### src/rtl/keypad_scanner.sv
// keypad_scanner: 4x4 column-scanned keypad with frame debounce, key-state level map and press-event handshake.
module keypad_scanner #(
  parameter int SETTLE_CYCLES = 1000,
  parameter int STABLE_SCANS  = 4
) (
  input  logic        clock,
  input  logic        reset,
  input  logic [3:0]  row_n,
  output logic [3:0]  col_n,
  output logic [3:0]  key_code,
  output logic        key_valid,
  input  logic        key_ready,
  output logic [15:0] key_state,
  output logic        overflow
);
  localparam int SW = $clog2(SETTLE_CYCLES);
  localparam int CW = $clog2(STABLE_SCANS);
  localparam logic [SW-1:0] SETTLE_MAX = SW'(SETTLE_CYCLES - 1);
  localparam logic [CW-1:0] STABLE_MAX = CW'(STABLE_SCANS - 1);
  logic [3:0]    r_sync1, r_sync2;
  logic [1:0]    r_col;
  logic [SW-1:0] r_settle;
  logic [15:0]   r_frame, r_cand;
  logic [CW-1:0] r_stable;
  logic          r_commit;
  logic          w_sample, w_frame_end, w_event;
  logic [15:0]   w_frame, w_new;
  logic [3:0]    w_code;
  assign col_n       = ~(4'b0001 << r_col);
  assign w_sample    = r_settle == '0;
  assign w_frame_end = w_sample && r_col == 2'd3;
  assign w_new       = r_cand & ~key_state;
  assign w_event     = r_commit && |w_new;
  // Frame as it will look once the current column's sample is written in.
  always_comb begin
    w_frame = r_frame;
    w_frame[{r_col, 2'b00} +: 4] = r_sync2;
  end
  always_comb begin
    w_code = '0;
    for (int i = 15; i >= 0; i--) if (w_new[i]) w_code = 4'(i);
  end
  always_ff @(posedge clock) begin
    if (reset) begin
      r_sync1   <= '0;
      r_sync2   <= '0;
      r_col     <= '0;
      r_settle  <= SETTLE_MAX;
      r_frame   <= '0;
      r_cand    <= '0;
      r_stable  <= '0;
      r_commit  <= 1'b0;
      key_state <= '0;
      key_code  <= '0;
      key_valid <= 1'b0;
      overflow  <= 1'b0;
    end else begin
      r_sync1  <= ~row_n;
      r_sync2  <= r_sync1;
      r_settle <= w_sample ? SETTLE_MAX : r_settle - 1'b1;
      if (w_sample) begin
        r_frame <= w_frame;
        r_col   <= r_col + 1'b1;
      end
      r_commit <= w_frame_end && w_frame == r_cand && r_stable == STABLE_MAX;
      if (w_frame_end) begin
        if (w_frame != r_cand) begin
          r_cand   <= w_frame;
          r_stable <= '0;
        end else if (r_stable != STABLE_MAX) r_stable <= r_stable + 1'b1;
      end
      if (r_commit) key_state <= r_cand;
      // A pending unaccepted event wins; a newer one is dropped and flagged.
      overflow <= w_event && key_valid && !key_ready;
      if (w_event && (!key_valid || key_ready)) begin
        key_code  <= w_code;
        key_valid <= 1'b1;
      end else if (key_ready) key_valid <= 1'b0;
    end
  end
endmodule
### config.mk
export PLATFORM = sky130hd
export DESIGN_NAME = keypad_scanner
export DESIGN_NICKNAME = d
export VERILOG_FILES = /design/src/rtl/keypad_scanner.sv
export SDC_FILE = /design/constraint.sdc
export NUM_CORES = 1
export LEC_CHECK = 0
export ABC_AREA = 0
export CORE_MARGIN = 2
export CORE_UTILIZATION = 45
export CTS_BUF_LIST = sky130_fd_sc_hd__clkbuf_8
export CTS_CLUSTER_DIAMETER = 40
export CTS_CLUSTER_SIZE = 14
export DETAILED_ROUTE_END_ITERATION = 8
export GPL_TIMING_DRIVEN = 0
export PLACE_DENSITY_LB_ADDON = 0.15
export SETUP_SLACK_MARGIN = 0.5
export SLEW_MARGIN = 10
export SYNTH_ARGS = -nofsm -noshare
export SYNTH_HDL_FRONTEND = slang
export SYNTH_SLANG_ARGS = --single-unit
### constraint.sdc
create_clock -name clock -period 3.2 [get_ports clock]
set_input_delay 0.32 -clock clock [delete_from_list [all_inputs] [get_ports clock]]
set_output_delay 0.32 -clock clock [all_outputs]
set_load 0.005 [all_outputs]
==> impl_metrics.py, run 1 <==
metrics = {
    "placed_design": {
        "port_buffers": 31,
        "hpwl_mm": 5.99,
        "routabilityCongestion": 0.872,
    },
    "final_layout": {
        "fill_cells": 699,
        "n_antenna_cell": 0,
        "nets": 445,
        "drive_above_1_share_pct": 17.7,
        "area_growth_pct": 24.5,
    },
    "drt": {
        "viasPerCell": 5.41,
        "via_count": 2903,
        "first_pass_iters": 5,
        "wl_per_cell_um": 15.3,
        "wirelength_mm": 8.24,
        "drc_errors": 0,
        "ant_nets": 0,
        "drtIter0Drc": 121,
    },
    "cts": {
        "ctsLongestPathBuffers": 2,
        "cts_tree": "yes",
        "htree_levels": 3,
        "clock_latency_ps": 340,
        "clk_transition_reported_paths_ps": 80,
        "cts-root-buf": "clkbuf_8",
        "cts_sinks": 77,
        "cts-buffers-inserted": 9,
    },
    "run": {
        "cap_violations": 0,
    },
    "power": {
        "p_per_area_nw_per_um2": 414,
        "p_leak_nw": 1.52,
        "ir_drop_mv": 0.261,
        "design_power_total_mw": 1.87,
    },
    "critical_path": {
        "crit_chain": "inv_1 -> ha_2 -> and3b_4 -> a31oi_4 -> xnor2_1 -> nor4_2 -> buf_4 -> nand4_4 -> buf_4 -> a21oi_1 -> a211oi_2",
        "crit_path_top_delay_cell": "nor4_2",
        "crit_path_start_kind": "register",
        "critPathArrivalTime_ps": 2840,
        "cp_slowest_stage_delay_ps": 360,
        "r2r_slack_ps": 580,
        "critical_path_required_ps": 3410,
        "crit_path_end_kind": "register",
        "cpMostUsedCell": "buf_4",
        "path_buf_inv": 3,
        "cp_top_family": "simple AND/OR/NAND/NOR gates",
        "r2r_cells": 11,
        "reg2reg_from": "r_col[1]$_SDFFE_PP0P_",
        "crit_fanout": 5,
        "critPathKind": "register to register",
        "rr_endpoint": "r_cand[11]$_SDFFE_PP0P_",
    },
    "logic_synthesis": {
        "ys_seq_area_share_pct": 42.4,
        "synth_cells": 377,
        "async_reset_ff_share_pct": 0,
        "yosysTopAreaCell": "dfxtp_1",
        "synth_area_per_cell_um2": 9.64,
        "ys_top_cells_by_count": "dfxtp_1, nor2_1, nor2b_1",
        "ys_types": 49,
        "synth.net_count": 391,
        "yosys-top-cells-area": "dfxtp_1, nor2b_1, a211oi_1",
        "yosysMostFrequentCell": "dfxtp_1",
        "synth_edf_count": 0,
        "ys_seq_elements": 77,
        "netlist_area_um2": 3630,
        "synth_top_area_share_pct": 42.4,
        "ys.flop_type": "dfxtp_1",
        "ys_warn_count": 0,
    },
    "sta": {
        "hold_viol": 0,
        "timing.final.crit_share_pct": 82.0,
        "fin_setup_tns_ps": 0,
        "finalCriticalPeriod_ps": 2620,
        "hold_ws_ps": 288,
        "fmax_mhz": 381,
        "worstMarginPinSlew_ps": 848,
        "relSlewSlack_pct": 43.0,
        "setup_viol": 0,
        "drv_slew": 0,
        "rsz0062_at_grt": "true",
        "fin_worst_skew_ps": 9.90,
    },
    "global_route": {
        "grt_pass1_vias": 2721,
        "antenna_found_initial": 0,
        "grtUsageTotal_pct": 19.6,
        "grt_max_degree": 13,
        "grt_pass1_wl_mm": 13.2,
        "grt.overflow.total": 0,
    },
    "min_path": {
        "min_path_cells": 3,
        "min_path_type": "input port to register",
        "whs_endpoint": "r_settle[6]$_SDFF_PP1_",
        "hp-start": "reset",
    },
    "floorplan": {
        "start_util_pct": 46.8,
        "fp.dieArea_um2": 8810,
        "num_rows": 32,
        "die_w_um": 93.9,
        "fp.dieH_um": 93.9,
        "ios": 33,
        "coreArea_um2": 7770,
    },
    "outcome": {
        "status": "complete, no violations",
    },
}
==> state kept, by name, indices dropped and copies added, names as in the netlist <==
signal / count
key_code: 4
key_state: 16
key_valid: 1
overflow: 1
r_cand: 16
r_col: 2
r_commit: 1
r_frame: 16
r_settle: 10
r_stable: 2
r_sync1: 4
r_sync2: 4
==> routing by layer <==
| metal | up-vias | global-route usage (%) | share of wire [%] |
|---|---|---|---|
| met3 | 13 | 2.89 | 3.8 |
| met4 | 0 | 8.70 | 1.9 |
| met2 | 62 | 32.6 | 47 |
| met5 | - | 0 | 0 |
| met1 | 1385 | 25.2 | 47 |
| li1 | 1443 | - | - |
==> logic make-up after synthesis <==
logic type / Yosys count / synth area share, %
mux: 18 / 4.96
fa+ha+maj: 7 / 2.41
xor+xnor: 23 / 5.54
flops: 77 / 42.4
compound gates: 84 / 17.8
simple gates: 139 / 21.9
buf+inv: 29 / 4.92
==> final cells by class <==
cell class,instances,area (um2),share of cell area (%)
Buffer,19,143,3.15
Clock buffer,11,151,3.35
Clock inverter,4,72.6,1.60
Inverter,10,37.5,0.830
Multi-Input combinational cell,271,2040,45.0
Sequential cell,77,1550,34.2
Tap cell,102,128,2.82
Timing Repair Buffer,43,408,9.02
==> worst max-delay path by stage <==
stage	startpoint	endpoint	slack, ps	cells past startpoint
4_1_cts	r_col[0]$_SDFFE_PP0P_	r_cand[14]$_SDFFE_PP0P_	500	10
5_1_grt	r_col[1]$_SDFFE_PP0P_	r_cand[12]$_SDFFE_PP0P_	470	11
2_1_floorplan	r_col[0]$_SDFFE_PP0P_	r_cand[11]$_SDFFE_PP0P_	570	10
3_3_place_gp	r_col[0]$_SDFFE_PP0P_	r_cand[15]$_SDFFE_PP0P_	120	10
3_5_place_dp	r_col[0]$_SDFFE_PP0P_	r_cand[15]$_SDFFE_PP0P_	60	10
6_report	r_col[1]$_SDFFE_PP0P_	r_cand[11]$_SDFFE_PP0P_	580	11
==> through the flow <==
step / std cells / area [um2] / worst slack [ps] / util, %
floorplan: 377 / 3630 / 572 / -
CTS: 529 / 4410 / 505 / 56.8
global placement: 510 / 4070 / 124 / 52.4
global route: 537 / 4520 / 465 / 58.2
detailed placement: 510 / 4070 / 59.4 / 52.4
finish: 537 / 4520 / 576 / 58.2
==> cell usage in the layout (no fill, tap or decap), types with 3 or more instances in the layout <==
master and count:
dfxtp_1 75, nor2_1 49, nor2b_1 32, clkdlybuf4s50_1 31, a211oi_1 25, xnor2_1 21, a21oi_1 21, mux2i_1 18
clkbuf_8 14, nand2_1 12, inv_1 10, a211oi_2 10, buf_4 10, nand2b_1 9, clkbuf_1 8, nor3_1 8
a31oi_4 5, ha_1 5, nand3_1 4, or3_1 4, a22oi_2 4, a31oi_2 4, nor4_1 4, nor4_2 4
a31oi_1 3, buf_6 3, a21oi_2 3
==> worst min-delay path, stage by stage <==
cell and delay [ps]:
clkbuf_8 120, inv_1 90, nand2_1 70
==> repair_timing <==
| item | CTS | global route |
|---|---|---|
| hold buffers | 0 | 0 |
| setup buffers | 4 | 7 |
| pin swaps | 7 | 5 |
| gates cloned | 0 | 1 |
| resized for setup | 14 | 14 |
| endpoints found under the setup margin | 18 | 19 |
==> power breakdown <==
part	internal (mW)	leakage, nW	switching [mW]
logic	0.0350	0.777	0.0454
registers	0.964	0.624	0.00762
clock network	0.477	0.117	0.345
No activity file was read; power rests on OpenSTA's default activity.
==> inputs of run 2 (changes only) <==
Clock period 3.2 ns to 2.55 ns, I/O delays scaled along.
==> run 2 against run 1 <==
Against the previous run:
- the flow now finishes with violations (negative setup slack)
- first-iteration DRC count increased by 1.7%
- register-to-register slack got worse by 620 ps
- global-route usage increased by 1.0 points
- critical path type unchanged
- clock skew decreased by 0.51 ps
- via count increased by 0.52%
- flip-flop and latch count unchanged
- power increased by 24%
- sequential share of layout area decreased by 2.2 points
- critical endpoint is now r_cand[12]$_SDFFE_PP0P_
==> impl_metrics.py, run 2 (synthesis gave the netlist of run 1 again) <==
metrics = {
    "outcome": {
        "status": "complete, but fails checks",
        "failed_checks": "negative setup slack",
    },
    "critical_path": {
        "crit_path_end_kind": "register",
        "crit_path_start_kind": "register",
        "crit_chain": "inv_4 -> ha_4 -> nor3b_4 -> buf_4 -> a31oi_4 -> xnor2_1 -> nor4_2 -> buf_4 -> and4_4 -> nor2_4 -> clkbuf_16 -> a211oi_2",
        "cp_slowest_stage_delay_ps": 370,
        "crit_path_top_delay_cell": "dfxtp_4",
        "critPathArrivalTime_ps": 2860,
        "critical_path_required_ps": 2820,
        "cpMostUsedCell": "buf_4",
        "critPathKind": "register to register",
        "cp_top_family": "simple AND/OR/NAND/NOR gates",
        "crit_fanout": 8,
        "path_buf_inv": 4,
    },
    "final_layout": {
        "most-common-layout-cells": "dfxtp_1, nor2_1, clkdlybuf4s50_1",
        "final_area_um2": 4850,
        "reg.largest.list": "key_state (16), r_cand (16), r_frame (16)",
        "fill_cells": 654,
        "n_antenna_cell": 0,
        "nets": 461,
        "seq_area_um2": 1550,
        "final_common_cell": "dfxtp_1",
        "area_growth_pct": 33.4,
        "drive_above_1_share_pct": 26.1,
        "multiInputGateArea_um2": 2190,
        "layout.cells.non_filler": 554,
    },
    "placed_design": {
        "postPlaceCellArea_um2": 4140,
        "dp_cells": 510,
        "port_buffers": 31,
        "pre_cts_ws_ps": -134,
        "hpwl_mm": 5.87,
        "routabilityCongestion": 0.894,
    },
    "min_path": {
        "min_path_type": "input port to register",
    },
    "cts": {
        "cts_sinks": 77,
        "cts_tree": "yes",
        "clock_latency_ps": 350,
        "ctsLongestPathBuffers": 2,
        "cts-root-buf": "clkbuf_8",
        "htree_levels": 3,
        "clk_transition_reported_paths_ps": 80,
        "cts-buffers-inserted": 9,
    },
    "floorplan": {
        "die_w_um": 93.9,
        "coreArea_um2": 7770,
        "num_rows": 32,
        "fp.dieArea_um2": 8810,
        "fp.dieH_um": 93.9,
        "start_util_pct": 46.8,
        "ios": 33,
    },
    "sta": {
        "finalWorstSetupSlack_ps": -39.0,
        "hold_ws_ps": 218,
        "rsz0062_at_grt": "true",
        "setup_viol": 5,
        "finalCriticalPeriod_ps": 2590,
        "fin_worst_skew_ps": 9.39,
        "drv_slew": 0,
        "timing.final.crit_share_pct": 102,
        "hold_viol": 0,
        "worstMarginPinSlew_ps": 726,
        "fmax_mhz": 386,
        "relSlewSlack_pct": 51.6,
    },
    "drt": {
        "via_count": 2918,
        "wl_per_cell_um": 15.4,
        "wirelength_mm": 8.53,
        "ant_nets": 0,
        "drc_errors": 0,
        "viasPerCell": 5.27,
        "first_pass_iters": 4,
        "drtIter0Drc": 123,
    },
    "power": {
        "p_leak_nw": 1.69,
        "ir_drop_mv": 0.339,
        "p_per_area_nw_per_um2": 481,
    },
    "global_route": {
        "grt_pass1_wl_mm": 14.1,
        "grtUsageTotal_pct": 20.6,
        "grt_pass1_vias": 2852,
        "grt.overflow.total": 0,
        "grt_max_degree": 14,
        "antenna_found_initial": 0,
    },
    "run": {
        "cap_violations": 0,
    },
}
==> run 2: area by class of cell <==
cell class	instances	area share, %
Timing Repair Buffer	59	11.5
Clock buffer	9	2.55
Inverter	10	1.03
Sequential cell	77	31.9
Multi-Input combinational cell	271	45.2
Clock inverter	7	1.88
Tap cell	102	2.63
Buffer	19	3.25
==> run 2: timing repair <==
action,4_1_cts,5_1_grt
resized for setup,27,31
setup endpoints to repair,40,38
buffers inserted,19,8
cloned,0,1
hold buffers,0,0
pin swaps,11,6
==> run 2: final timing paths <==
check	from	to	slack, ps	cells after the start
setup / recovery	r_col[1]$_SDFFE_PP0P_	r_cand[12]$_SDFFE_PP0P_	-40	12
hold / removal	reset	r_settle[8]$_SDFF_PP1_	220	3
setup reg to reg	r_col[1]$_SDFFE_PP0P_	r_cand[12]$_SDFFE_PP0P_	-40	12
hold reg to reg	r_settle[0]$_SDFF_PP1_	r_settle[0]$_SDFF_PP1_	400	1
==> run 2: through the flow <==
stage / power [mW] / TNS [ps] / utilization (%)
global route: 2.41 / -1610 / 62.4
CTS: 2.35 / 0 / 59.8
detailed placement: 1.33 / -1250 / 53.3
finish: 2.33 / -97.0 / 62.4
floorplan: 1.30 / 0 / -
global placement: 1.33 / -976 / 53.3
==> run 2: worst reg2reg max path, delay by kind of cell, from the launching register on <==
family          cells  cell delay [ps]
simple gates        4              810
buf+inv             4              600
fa+ha+maj           1              270
xor+xnor            1              170
flops               1              370
compound gates      2              290
==> run 2: metal layers <==
layer / vias to the layer above / wire [um] / GRT usage, %
li1: 1476 / - / -
met1: 1375 / 4060 / 27.4
met2: 52 / 4040 / 33.9
met3: 15 / 281 / 2.65
met4: 0 / 155 / 8.33
met5: - / 0 / 0
==> run 2: report_power, final <==
part	internal (mW)	switching [mW]	total [mW]
registers	1.21	0.0101	1.22
logic	0.0463	0.0590	0.105
clock network	0.548	0.460	1.01
total	1.80	0.529	2.33
==> inputs of run 3 (changes only) <==
Settings changed: CORE_UTILIZATION 45 to 55, SETUP_SLACK_MARGIN 0.5 to 0.1, SLEW_MARGIN 10 to 20.
==> run 3 against run 2 <==
Against the previous run:
- the run still ends with negative setup slack left
- register-to-register slack got worse by 20 ps
- critical path depth unchanged
- critical path type unchanged
- clock skew decreased by 1.6 ps
- core utilization rose by 14 points
- sequential power about the same
- final area rose by 1.2%
- clock power shrank 11%
- via count rose by 7.2%
- hold slack got worse by 23 ps
- count of clock-buffer cells in the layout up 1
- final cell count shrank 5.1%
==> impl_metrics.py, run 3 (synthesis gave the netlist of run 1 again) <==
metrics = {
    "outcome": {
        "status": "complete, but fails checks",
        "failed_checks": "negative setup slack",
    },
    "final_layout": {
        "n_antenna_cell": 0,
        "drive_above_1_share_pct": 27.4,
        "area_growth_pct": 35.0,
        "final_area_um2": 4900,
        "nets": 460,
        "fin_util_pct": 76.8,
        "most-common-layout-cells": "dfxtp_1, nor2_1, nor2b_1, clkdlybuf4s50_1, buf_4",
        "reg.largest.list": "key_state (16), r_cand (16), r_frame (16)",
        "final_common_cell": "dfxtp_1",
    },
    "floorplan": {
        "start_util_pct": 56.9,
        "die_w_um": 85.3,
        "fp.dieH_um": 85.3,
        "fp.dieArea_um2": 7270,
        "ios": 33,
        "num_rows": 29,
        "coreArea_um2": 6390,
    },
    "min_path": {
        "min_path_type": "input port to register",
    },
    "sta": {
        "relSlewSlack_pct": 49.8,
        "finalWorstSetupSlack_ps": -57.2,
        "fmax_mhz": 384,
        "fin_worst_skew_ps": 7.76,
        "drv_slew": 0,
        "finalCriticalPeriod_ps": 2610,
        "hold_viol": 0,
        "setup_viol": 17,
        "timing.final.crit_share_pct": 102,
        "rsz0062_at_grt": "true",
        "worstMarginPinSlew_ps": 753,
        "hold_ws_ps": 195,
    },
    "drt": {
        "ant_nets": 0,
        "first_pass_iters": 6,
        "met3_length_um": 604,
        "dr.max_layer_used": "met4",
        "wirelength_mm": 9.73,
        "drc_errors": 0,
        "wl_met1_mm": 3.95,
        "wl_per_cell_um": 18.5,
        "wl_met2_mm": 4.87,
        "via_count": 3127,
        "viasPerCell": 5.94,
        "drtIter0Drc": 149,
    },
    "critical_path": {
        "crit_fanout": 5,
        "cpMostUsedCell": "buf_4",
        "crit_path_start_kind": "register",
        "crit_path_end_kind": "register",
        "critPathArrivalTime_ps": 2830,
        "critical_path_required_ps": 2770,
        "critPathKind": "register to register",
        "crit_path_top_delay_cell": "dfxtp_4",
        "cp_slowest_stage_delay_ps": 380,
        "crit_chain": "inv_4 -> ha_4 -> nor3b_4 -> buf_4 -> a31oi_4 -> xnor2_2 -> nor4_2 -> buf_4 -> nand4_4 -> buf_6 -> a21oi_2 -> a211oi_2",
    },
    "global_route": {
        "grt_max_degree": 12,
        "grt_pass1_wl_mm": 15.3,
        "grt.overflow.total": 0,
        "grt_pass1_vias": 3123,
        "antenna_found_initial": 0,
        "grtUsageTotal_pct": 27.4,
    },
    "placed_design": {
        "routabilityCongestion": 0.799,
        "postPlaceCellArea_um2": 4070,
        "hpwl_mm": 5.80,
        "port_buffers": 31,
    },
    "cts": {
        "cts-buffers-inserted": 9,
        "clk_transition_reported_paths_ps": 80,
        "ctsLongestPathBuffers": 2,
        "cts_sinks": 77,
        "cts_tree": "yes",
        "htree_levels": 3,
        "cts-root-buf": "clkbuf_8",
        "clock_latency_ps": 360,
        "ctsHoldBuffers": 0,
    },
    "run": {
        "cap_violations": 0,
    },
    "power": {
        "p_per_area_nw_per_um2": 458,
        "ir_drop_mv": 0.336,
        "p_leak_nw": 1.72,
    },
}
[run 3: timing repair]
item,in CTS,in global routing
resized for setup,64,21
pin swaps,38,24
endpoints found under the setup margin,19,38
setup buffers,19,6
cloned,2,0
[run 3: final cells by class]
type,instances,area [um2]
clock inverters,4,42.5
inverters,10,42.5
repair buffers,58,561
clock buffers,10,138
flip-flops and latches,77,1550
well taps,77,96.3
fillers,406,1480
plain buffers,19,148
multi-input cells,271,2330
[run 3: path summary, 6_finish.rpt]
check | cells after the start | slack, ps | end | startpoint
setup / recovery | 12 | -60 | r_cand[11]$_SDFFE_PP0P_ | r_col[0]$_SDFFE_PP0P_
hold / removal | 3 | 190 | r_settle[6]$_SDFF_PP1_ | reset
hold reg to reg | 1 | 400 | r_settle[0]$_SDFF_PP1_ | r_settle[0]$_SDFF_PP1_
setup reg to reg | 12 | -60 | r_cand[11]$_SDFFE_PP0P_ | r_col[0]$_SDFFE_PP0P_
[run 3: metrics by stage]
step | std cells | power (mW) | setup slack (ps) | setup TNS (ps)
CTS | 520 | 2.23 | 83.3 | 0
detailed placement | 485 | 1.33 | -345 | -4320
global route | 526 | 2.31 | -136 | -1970
floorplan | 377 | 1.30 | 100 | 0
finish | 526 | 2.25 | -57.2 | -506
global placement | 485 | 1.33 | -294 | -3610
[run 3: critical path, delay by kind of cell, from the launching register on]
| family | cells | cell delay [ps] |
|---|---|---|
| and+or+nand+nor | 3 | 710 |
| DFF | 1 | 380 |
| xor gates and xnor gates | 1 | 180 |
| AOI/OAI and AO/OA | 3 | 330 |
| adders and majority gates | 1 | 270 |
| buffers and inverters | 4 | 590 |
[run 3: routing by layer]
layer / global-route usage, % / vias up
met5: 0 / -
met4: 15.6 / 0
met3: 4.86 / 30
met2: 45.7 / 123
met1: 33.1 / 1502
li1: - / 1472
[run 3: report_power, final]
group | internal [mW] | switching, mW
Clock | 0.460 | 0.436
Combinational | 0.0573 | 0.0742
Sequential | 1.21 | 0.0108
